**config.mk**
```make
export PLATFORM = sky130hd
export DESIGN_NAME = cpu_controller_flat
export DESIGN_NICKNAME = d
export VERILOG_FILES = /design/src/rtl/cpu_controller_pkg.sv /design/src/rtl/cpu_controller_if.sv /design/src/rtl/cpu_controller_instr_decoder.sv /design/src/rtl/cpu_controller.sv /design/src/flat_wrapper.sv
export SDC_FILE = /design/constraint.sdc
export NUM_CORES = 1
export LEC_CHECK = 0
export ABC_AREA = 1
export CORE_MARGIN = 2
export CORE_UTILIZATION = 44
export CTS_CLUSTER_SIZE = 24
export DETAILED_ROUTE_END_ITERATION = 12
export PLACE_DENSITY = 0.95
export SETUP_SLACK_MARGIN = 0.5
export SLEW_MARGIN = 20
export SYNTH_ARGS = -nofsm -noshare
export SYNTH_HDL_FRONTEND = slang
export SYNTH_SLANG_ARGS = --single-unit
export TNS_END_PERCENT = 30
```
**constraint.sdc**
```tcl
create_clock -name clk -period 2.3 [get_ports clk]
set_input_delay 0.345 -clock clk [delete_from_list [all_inputs] [get_ports clk]]
set_output_delay 0.345 -clock clk [all_outputs]
set_load 0.01 [all_outputs]
```
**src/rtl/cpu_controller_pkg.sv**
```systemverilog
// Shared types and constants for the instruction-sequencing controller:
// FSM state encoding, ISA opcode/op fields, ALU operation codes and the
// imm8 sign-extension helper.
package cpu_ctrl_pkg;

  typedef enum logic [2:0] {
    WAIT      = 3'd0,
    DECODE    = 3'd1,
    WRITE_IMM = 3'd2,
    GET_A     = 3'd3,
    GET_B     = 3'd4,
    ALU       = 3'd5,
    WRITE_REG = 3'd6
  } state_t;

  // Major opcode field IR[15:13]
  localparam logic [2:0] OPC_MOV = 3'b110;
  localparam logic [2:0] OPC_ALU = 3'b101;

  // Minor op field IR[12:11] under OPC_ALU
  localparam logic [1:0] OP_ADD = 2'b00;
  localparam logic [1:0] OP_CMP = 2'b01;
  localparam logic [1:0] OP_AND = 2'b10;
  localparam logic [1:0] OP_MVN = 2'b11;

  // Minor op field IR[12:11] under OPC_MOV
  localparam logic [1:0] OP_MOV_IMM = 2'b10;
  localparam logic [1:0] OP_MOV_REG = 2'b00;

  // ALUop encodings seen by the datapath
  localparam logic [1:0] ALU_ADD  = 2'b00;
  localparam logic [1:0] ALU_SUB  = 2'b01;
  localparam logic [1:0] ALU_AND  = 2'b10;
  localparam logic [1:0] ALU_NOTB = 2'b11;

  // Sign-extend an 8-bit immediate to the 16-bit datapath width
  function automatic logic [15:0] sext8(input logic [7:0] v);
    return {{8{v[7]}}, v};
  endfunction

endpackage

```
**src/rtl/cpu_controller_if.sv**
```systemverilog
// Bundle of instruction input, handshake and datapath control strobes
// between the controller (slave) and whoever drives instructions and
// observes the strobes (master).
interface cpu_controller_if;
  logic [15:0] in;
  logic        load;
  logic        s;
  logic        w;
  logic [15:0] datapath_in;
  logic        vsel;
  logic [2:0]  writenum;
  logic        write;
  logic [2:0]  readnum;
  logic        loada;
  logic        loadb;
  logic [1:0]  shift;
  logic        asel;
  logic        bsel;
  logic [1:0]  ALUop;
  logic        loadc;
  logic        loads;

  modport master (
    output in, load, s,
    input  w, datapath_in, vsel, writenum, write, readnum, loada, loadb,
           shift, asel, bsel, ALUop, loadc, loads
  );

  modport slave (
    input  in, load, s,
    output w, datapath_in, vsel, writenum, write, readnum, loada, loadb,
           shift, asel, bsel, ALUop, loadc, loads
  );
endinterface

```
**src/rtl/cpu_controller_instr_decoder.sv**
```systemverilog
// Pure combinational slicing of the instruction register into its fields,
// plus the sign-extended imm8 that feeds datapath_in.
module instr_decoder
  import cpu_ctrl_pkg::*;
(
  input  logic [15:0] ir,
  output logic [2:0]  opcode,
  output logic [1:0]  op,
  output logic [2:0]  rn,
  output logic [2:0]  rd,
  output logic [1:0]  sh,
  output logic [2:0]  rm,
  output logic [15:0] imm_sext
);

  assign opcode   = ir[15:13];
  assign op       = ir[12:11];
  assign rn       = ir[10:8];
  assign rd       = ir[7:5];
  assign sh       = ir[4:3];
  assign rm       = ir[2:0];
  assign imm_sext = sext8(ir[7:0]);

endmodule

```
**src/rtl/cpu_controller.sv**
```systemverilog
// Instruction register plus Moore FSM that sequences the datapath strobes
// for MOV imm, MOV reg, ADD, CMP, AND and MVN. All strobes depend only on
// the current state and IR, so they are stable for the whole cycle.
module cpu_controller
  import cpu_ctrl_pkg::*;
(
  input  logic             clk,
  input  logic             reset,
  cpu_controller_if.slave  bus
);

  logic [15:0] ir;
  state_t      state;
  state_t      state_next;

  logic [2:0]  opcode;
  logic [1:0]  op;
  logic [2:0]  rn;
  logic [2:0]  rd;
  logic [1:0]  sh;
  logic [2:0]  rm;
  logic [15:0] imm_sext;

  logic        w;
  logic        vsel;
  logic [2:0]  writenum;
  logic        write;
  logic [2:0]  readnum;
  logic        loada;
  logic        loadb;
  logic [1:0]  shift;
  logic        asel;
  logic [1:0]  alu_op;
  logic        loadc;
  logic        loads;

  instr_decoder u_decoder (
    .ir       (ir),
    .opcode   (opcode),
    .op       (op),
    .rn       (rn),
    .rd       (rd),
    .sh       (sh),
    .rm       (rm),
    .imm_sext (imm_sext)
  );

  // Instruction register: only accepts a new word while idle in WAIT
  always_ff @(posedge clk or posedge reset) begin
    if (reset) begin
      ir <= 16'h0000;
    end else if (state == WAIT && bus.load) begin
      ir <= bus.in;
    end else begin
      ir <= ir;
    end
  end

  // State register
  always_ff @(posedge clk or posedge reset) begin
    if (reset) begin
      state <= WAIT;
    end else begin
      state <= state_next;
    end
  end

  // Next-state logic; unsupported encodings fall straight back to WAIT
  always_comb begin
    state_next = state;
    case (state)
      WAIT: begin
        if (bus.s) state_next = DECODE;
        else       state_next = WAIT;
      end
      DECODE: begin
        if (opcode == OPC_MOV && op == OP_MOV_IMM) begin
          state_next = WRITE_IMM;
        end else if ((opcode == OPC_MOV && op == OP_MOV_REG) ||
                     (opcode == OPC_ALU && op == OP_MVN)) begin
          state_next = GET_B;
        end else if (opcode == OPC_ALU) begin
          state_next = GET_A;
        end else begin
          state_next = WAIT;
        end
      end
      GET_A:     state_next = GET_B;
      GET_B:     state_next = ALU;
      ALU: begin
        if (opcode == OPC_ALU && op == OP_CMP) state_next = WAIT;
        else                                   state_next = WRITE_REG;
      end
      WRITE_IMM: state_next = WAIT;
      WRITE_REG: state_next = WAIT;
      default:   state_next = WAIT;
    endcase
  end

  // Moore output decode: everything defaults to 0, each state raises its own strobes
  always_comb begin
    w        = 1'b0;
    vsel     = 1'b0;
    writenum = 3'd0;
    write    = 1'b0;
    readnum  = 3'd0;
    loada    = 1'b0;
    loadb    = 1'b0;
    shift    = 2'b00;
    asel     = 1'b0;
    alu_op   = ALU_ADD;
    loadc    = 1'b0;
    loads    = 1'b0;
    case (state)
      WAIT: begin
        w = 1'b1;
      end
      DECODE: begin
        w = 1'b0;
      end
      WRITE_IMM: begin
        vsel     = 1'b1;
        write    = 1'b1;
        writenum = rn;
      end
      GET_A: begin
        readnum = rn;
        loada   = 1'b1;
      end
      GET_B: begin
        readnum = rm;
        loadb   = 1'b1;
      end
      ALU: begin
        shift = sh;
        if (opcode == OPC_ALU) begin
          // CMP only updates the status flag, C is left untouched
          asel   = 1'b0;
          alu_op = op;
          loads  = 1'b1;
          loadc  = (op != OP_CMP);
        end else begin
          // MOV reg: 0 + shifted B passes Rm through the ALU
          asel   = 1'b1;
          alu_op = ALU_ADD;
          loads  = 1'b0;
          loadc  = 1'b1;
        end
      end
      WRITE_REG: begin
        vsel     = 1'b0;
        write    = 1'b1;
        writenum = rd;
      end
      default: begin
        w = 1'b0;
      end
    endcase
  end

  assign bus.w           = w;
  assign bus.datapath_in = imm_sext;
  assign bus.vsel        = vsel;
  assign bus.writenum    = writenum;
  assign bus.write       = write;
  assign bus.readnum     = readnum;
  assign bus.loada       = loada;
  assign bus.loadb       = loadb;
  assign bus.shift       = shift;
  assign bus.asel        = asel;
  assign bus.bsel        = 1'b0;
  assign bus.ALUop       = alu_op;
  assign bus.loadc       = loadc;
  assign bus.loads       = loads;

endmodule

```
**src/flat_wrapper.sv**
```systemverilog
// flat-port wrapper written by rule: the top's interface ports become plain ports
module cpu_controller_flat import cpu_ctrl_pkg::*;
  (clk, reset, bus_in, bus_load, bus_s, bus_w, bus_datapath_in, bus_vsel, bus_writenum, bus_write, bus_readnum, bus_loada, bus_loadb, bus_shift, bus_asel, bus_bsel, bus_ALUop, bus_loadc, bus_loads);
  cpu_controller_if bus_i ();
  input  logic clk;
  input  logic reset;
  input wire logic [$bits(bus_i.in)-1:0] bus_in;
  input wire logic [$bits(bus_i.load)-1:0] bus_load;
  input wire logic [$bits(bus_i.s)-1:0] bus_s;
  output wire logic [$bits(bus_i.w)-1:0] bus_w;
  output wire logic [$bits(bus_i.datapath_in)-1:0] bus_datapath_in;
  output wire logic [$bits(bus_i.vsel)-1:0] bus_vsel;
  output wire logic [$bits(bus_i.writenum)-1:0] bus_writenum;
  output wire logic [$bits(bus_i.write)-1:0] bus_write;
  output wire logic [$bits(bus_i.readnum)-1:0] bus_readnum;
  output wire logic [$bits(bus_i.loada)-1:0] bus_loada;
  output wire logic [$bits(bus_i.loadb)-1:0] bus_loadb;
  output wire logic [$bits(bus_i.shift)-1:0] bus_shift;
  output wire logic [$bits(bus_i.asel)-1:0] bus_asel;
  output wire logic [$bits(bus_i.bsel)-1:0] bus_bsel;
  output wire logic [$bits(bus_i.ALUop)-1:0] bus_ALUop;
  output wire logic [$bits(bus_i.loadc)-1:0] bus_loadc;
  output wire logic [$bits(bus_i.loads)-1:0] bus_loads;
  assign bus_i.in = bus_in;
  assign bus_i.load = bus_load;
  assign bus_i.s = bus_s;
  assign bus_w = bus_i.w;
  assign bus_datapath_in = bus_i.datapath_in;
  assign bus_vsel = bus_i.vsel;
  assign bus_writenum = bus_i.writenum;
  assign bus_write = bus_i.write;
  assign bus_readnum = bus_i.readnum;
  assign bus_loada = bus_i.loada;
  assign bus_loadb = bus_i.loadb;
  assign bus_shift = bus_i.shift;
  assign bus_asel = bus_i.asel;
  assign bus_bsel = bus_i.bsel;
  assign bus_ALUop = bus_i.ALUop;
  assign bus_loadc = bus_i.loadc;
  assign bus_loads = bus_i.loads;
  cpu_controller u_core (.clk(clk), .reset(reset), .bus(bus_i));
endmodule
```
==> reports/qor.yml, run 1 <==
run_status:
  status: "completed"
cells_and_area:
  multiInputGateArea_sq_um: 446.7
  nNetsFinal: 218
  fin_util: 0.6802
  fillers: 212
  layout-drive-gt1-share: 0.1980
  final_cell_mix: "37 x clkdlybuf4s50_1, 27 x nand2_1, 25 x inv_1"
  antennaDiodeCount: 0
  area_growth_pct: 45.35
  mostFrequentLayoutCell: "clkdlybuf4s50_1"
  regArea_sq_um: 479.2
cts:
  cts.reportedPaths.clkPinSlew_ns: 0.11
  cts_max_level: 1
  clk_latency_ns: 0.30
  cts.sinks: 19
  cts_hold_buf: 0
  cts_root_buffer: "clkbuf_4"
  cts_tree: "done"
  cts_buffer_depth: 2
  numCtsBuffers: 3
setup_path:
  worstSetupStartpointType: "flip-flop"
  cp_data_arrival_time_ns: 1.67
  cp_data_required_time_ns: 1.96
  crit_slowest_cell: "clkdlybuf4s50_1"
  critPathMaxFanout: 7
  critPathMaxStageDelay_ns: 0.53
  worstPathCellList: "buf_4 -> nand3_4 -> nor2_1 -> clkdlybuf4s50_1"
  path_class: "flip-flop to output pin"
  path_buf_inv: 2
  path_delay_family: "buffers and inverters"
  endpoint_kind: "output pin"
routing:
  routedWlPerCell_um: 11.21
  drt_first_pass_iters: 4
  drc: 0
  drt-total-wl_um: 2544
  antenna_left: 0
  via_count: 1078
  vias_per_cell: 4.749
  first_iter_violations: 22
sta:
  slew_headroom: 0.5310
  setup_viol: 0
  setup_ws_ns: 0.2852
  slew_viol_final: 0
  tns_ns: 0
  hold_viol: 0
  fin_crit_sh: 0.8760
  fin_crit_ns: 2.015
  tightestPinTransition_ns: 0.7027
  rsz0062_at_grt: "true"
  skew_ns: 0.003326
  clock.fmax_mhz: 496.3
place:
  gp_congestion: 0.7304
  hpwl_um: 1866
  placement.io_buffers: 53
  dp_slack_ns: 0.3330
power_and_ir_drop:
  switching_share: 0.4229
  p_int_uw: 1141
  sequentialPowerShare: 0.328
  cellLeakagePower_uw: 0.0009405
  switchingPower_uw: 836.4
  comb_power_share: 0.583
  power_density_mw_per_mm2: 1163
  ir_worst_vdd_uv: 789.7
  share_clk_of_total_power: 0.088
synthesis:
  synth_top_family_by_area: "simple AND/OR/NAND/NOR gates"
  synth_xor_area_frac: 0
  yosys.area_share.simple: 0.2289
  ys_types: 19
  synthAdderAreaFrac: 0
  synth.area.top_cells: "dfrtp_1 41%, buf_4 12%, nand2_1 9.3%"
  synth_compound_area_frac: 0.1326
  yosysTopAreaCell: "dfrtp_1"
  synthMuxAreaShare: 0
  syn_inst: 153
  synth.avg_cell_area_sq_um: 7.646
  seq_area_frac_synth: 0.4064
  synth_top_cell_area_share: 0.4064
  ys_ff_latch: 19
  syn_nets: 173
  yosysWarnings: 0
  synth_area_sq_mm: 0.001170
die:
  pin_count: 55
  rows: 18
  die_y_um: 55.57
  die_w_um: 55.57
  core_sq_mm: 0.002500
  initial_core_util: 0.4680
  die_area_sq_mm: 0.003087
grt:
  grt.total_usage: 0.1766
  gr-total-overflow: 0
  antenna_found_initial: 0
  grt_pass1_vias: 972
  grt_first_pass_wirelength_um: 4340
  grt_start_max_net_pins: 33
flow_run:
  maxCapViolations: 0
hold_path:
  hold_path.class: "input port to async pin"
[sequential cells by signal, indices dropped and copies added, names as in the netlist]
name	flops
u_core.ir	16
u_core.state	3
[per-layer routing]
metal / vias to the layer above / part of all wire / GRT usage
met5: - / 0 / 0
met4: 0 / 0.039 / 0.1080
met3: 11 / 0.055 / 0.03981
met2: 38 / 0.49 / 0.2857
met1: 493 / 0.42 / 0.2119
li1: 536 / - / -
[worst reg2reg max path: cells and delay by family, from the launching register on]
kind / cells / cell delay (ns)
AND/OR/NAND/NOR: 3 / 0.74
buffers and inverters: 1 / 0.13
flip-flops: 1 / 0.47
AO/OA/AOI/OAI: 1 / 0.05
[stage by stage]
step                      power (uW)  hold WS (ns)  instances  instance area (sq um)
after CTS                       1965        0.4550        225                   1669
after floorplan                 1398        0.2961        153                   1170
after detailed placement        1714        0.5154        215                   1575
final                           1978        0.4461        227                   1700
after global placement          1675        0.4999        215                   1575
after global routing            2134        0.5014        227                   1700
[cell families after synthesis]
| group | after synthesis |
|---|---|
| flip-flops | 19 |
| buffers and inverters | 49 |
| AO/OA/AOI/OAI | 25 |
| other | 1 |
| AND/OR/NAND/NOR | 59 |
[final cells by class]
type / instances / share of cell area
clock buffer: 3 / 0.01325
tap: 30 / 0.02208
timing repair buffer: 61 / 0.3525
clock inverter: 1 / 0.004415
inverter: 28 / 0.06328
sequential: 19 / 0.2818
multi-input combinational: 85 / 0.2627
[timing repair]
| action | CTS | global route |
|---|---|---|
| buffers inserted | 6 | 2 |
| setup endpoints to repair | 19 | 27 |
| resized for setup | 30 | 12 |
| pin swaps | 1 | 0 |
[power groups by stage]
stage / Sequential [uW] / Clock [uW] / Combinational [uW]
3_5_place_dp: 653 / 0 / 1060
2_1_floorplan: 611 / 0 / 787
5_1_grt: 674 / 197 / 1260
4_1_cts: 646 / 184 / 1130
3_3_place_gp: 643 / 0 / 1030
6_report: 649 / 175 / 1150
[worst paths after layout]
check	from	end	slack (ns)	cells past startpoint
setup / recovery	u_core.state[0]	bus_loads	0.29	4
hold / removal	reset	u_core.ir[0]	0.45	2
setup reg to reg	u_core.state[1]	u_core.ir[9]	0.80	5
hold reg to reg	u_core.ir[6]	u_core.ir[6]	0.54	2
max in group asynchronous	reset	u_core.state[2]	1.37	2
min in group clk	u_core.ir[6]	u_core.ir[6]	0.54	2
[cells in the mapped netlist (all sizes together)]
master and count:
nand2 29, inv 28, buf 21, nor2 20, dfrtp 19, o21ai 16, a21oi 9, nand3 6
nor3 3, conb 1, nand4 1
(Power assumes the default switching activity.)
==> inputs of run 2 (changes only) <==
--- a/config.mk
+++ b/config.mk
@@ -6,6 +6,7 @@
 export NUM_CORES = 1
 export LEC_CHECK = 0
 export ABC_AREA = 1
+export CAP_MARGIN = 20
 export CORE_MARGIN = 2
 export CORE_UTILIZATION = 44
 export CTS_CLUSTER_SIZE = 24
==> results of run 2 <==
The final DEF is identical to that of run 1; final timing and power are the same.
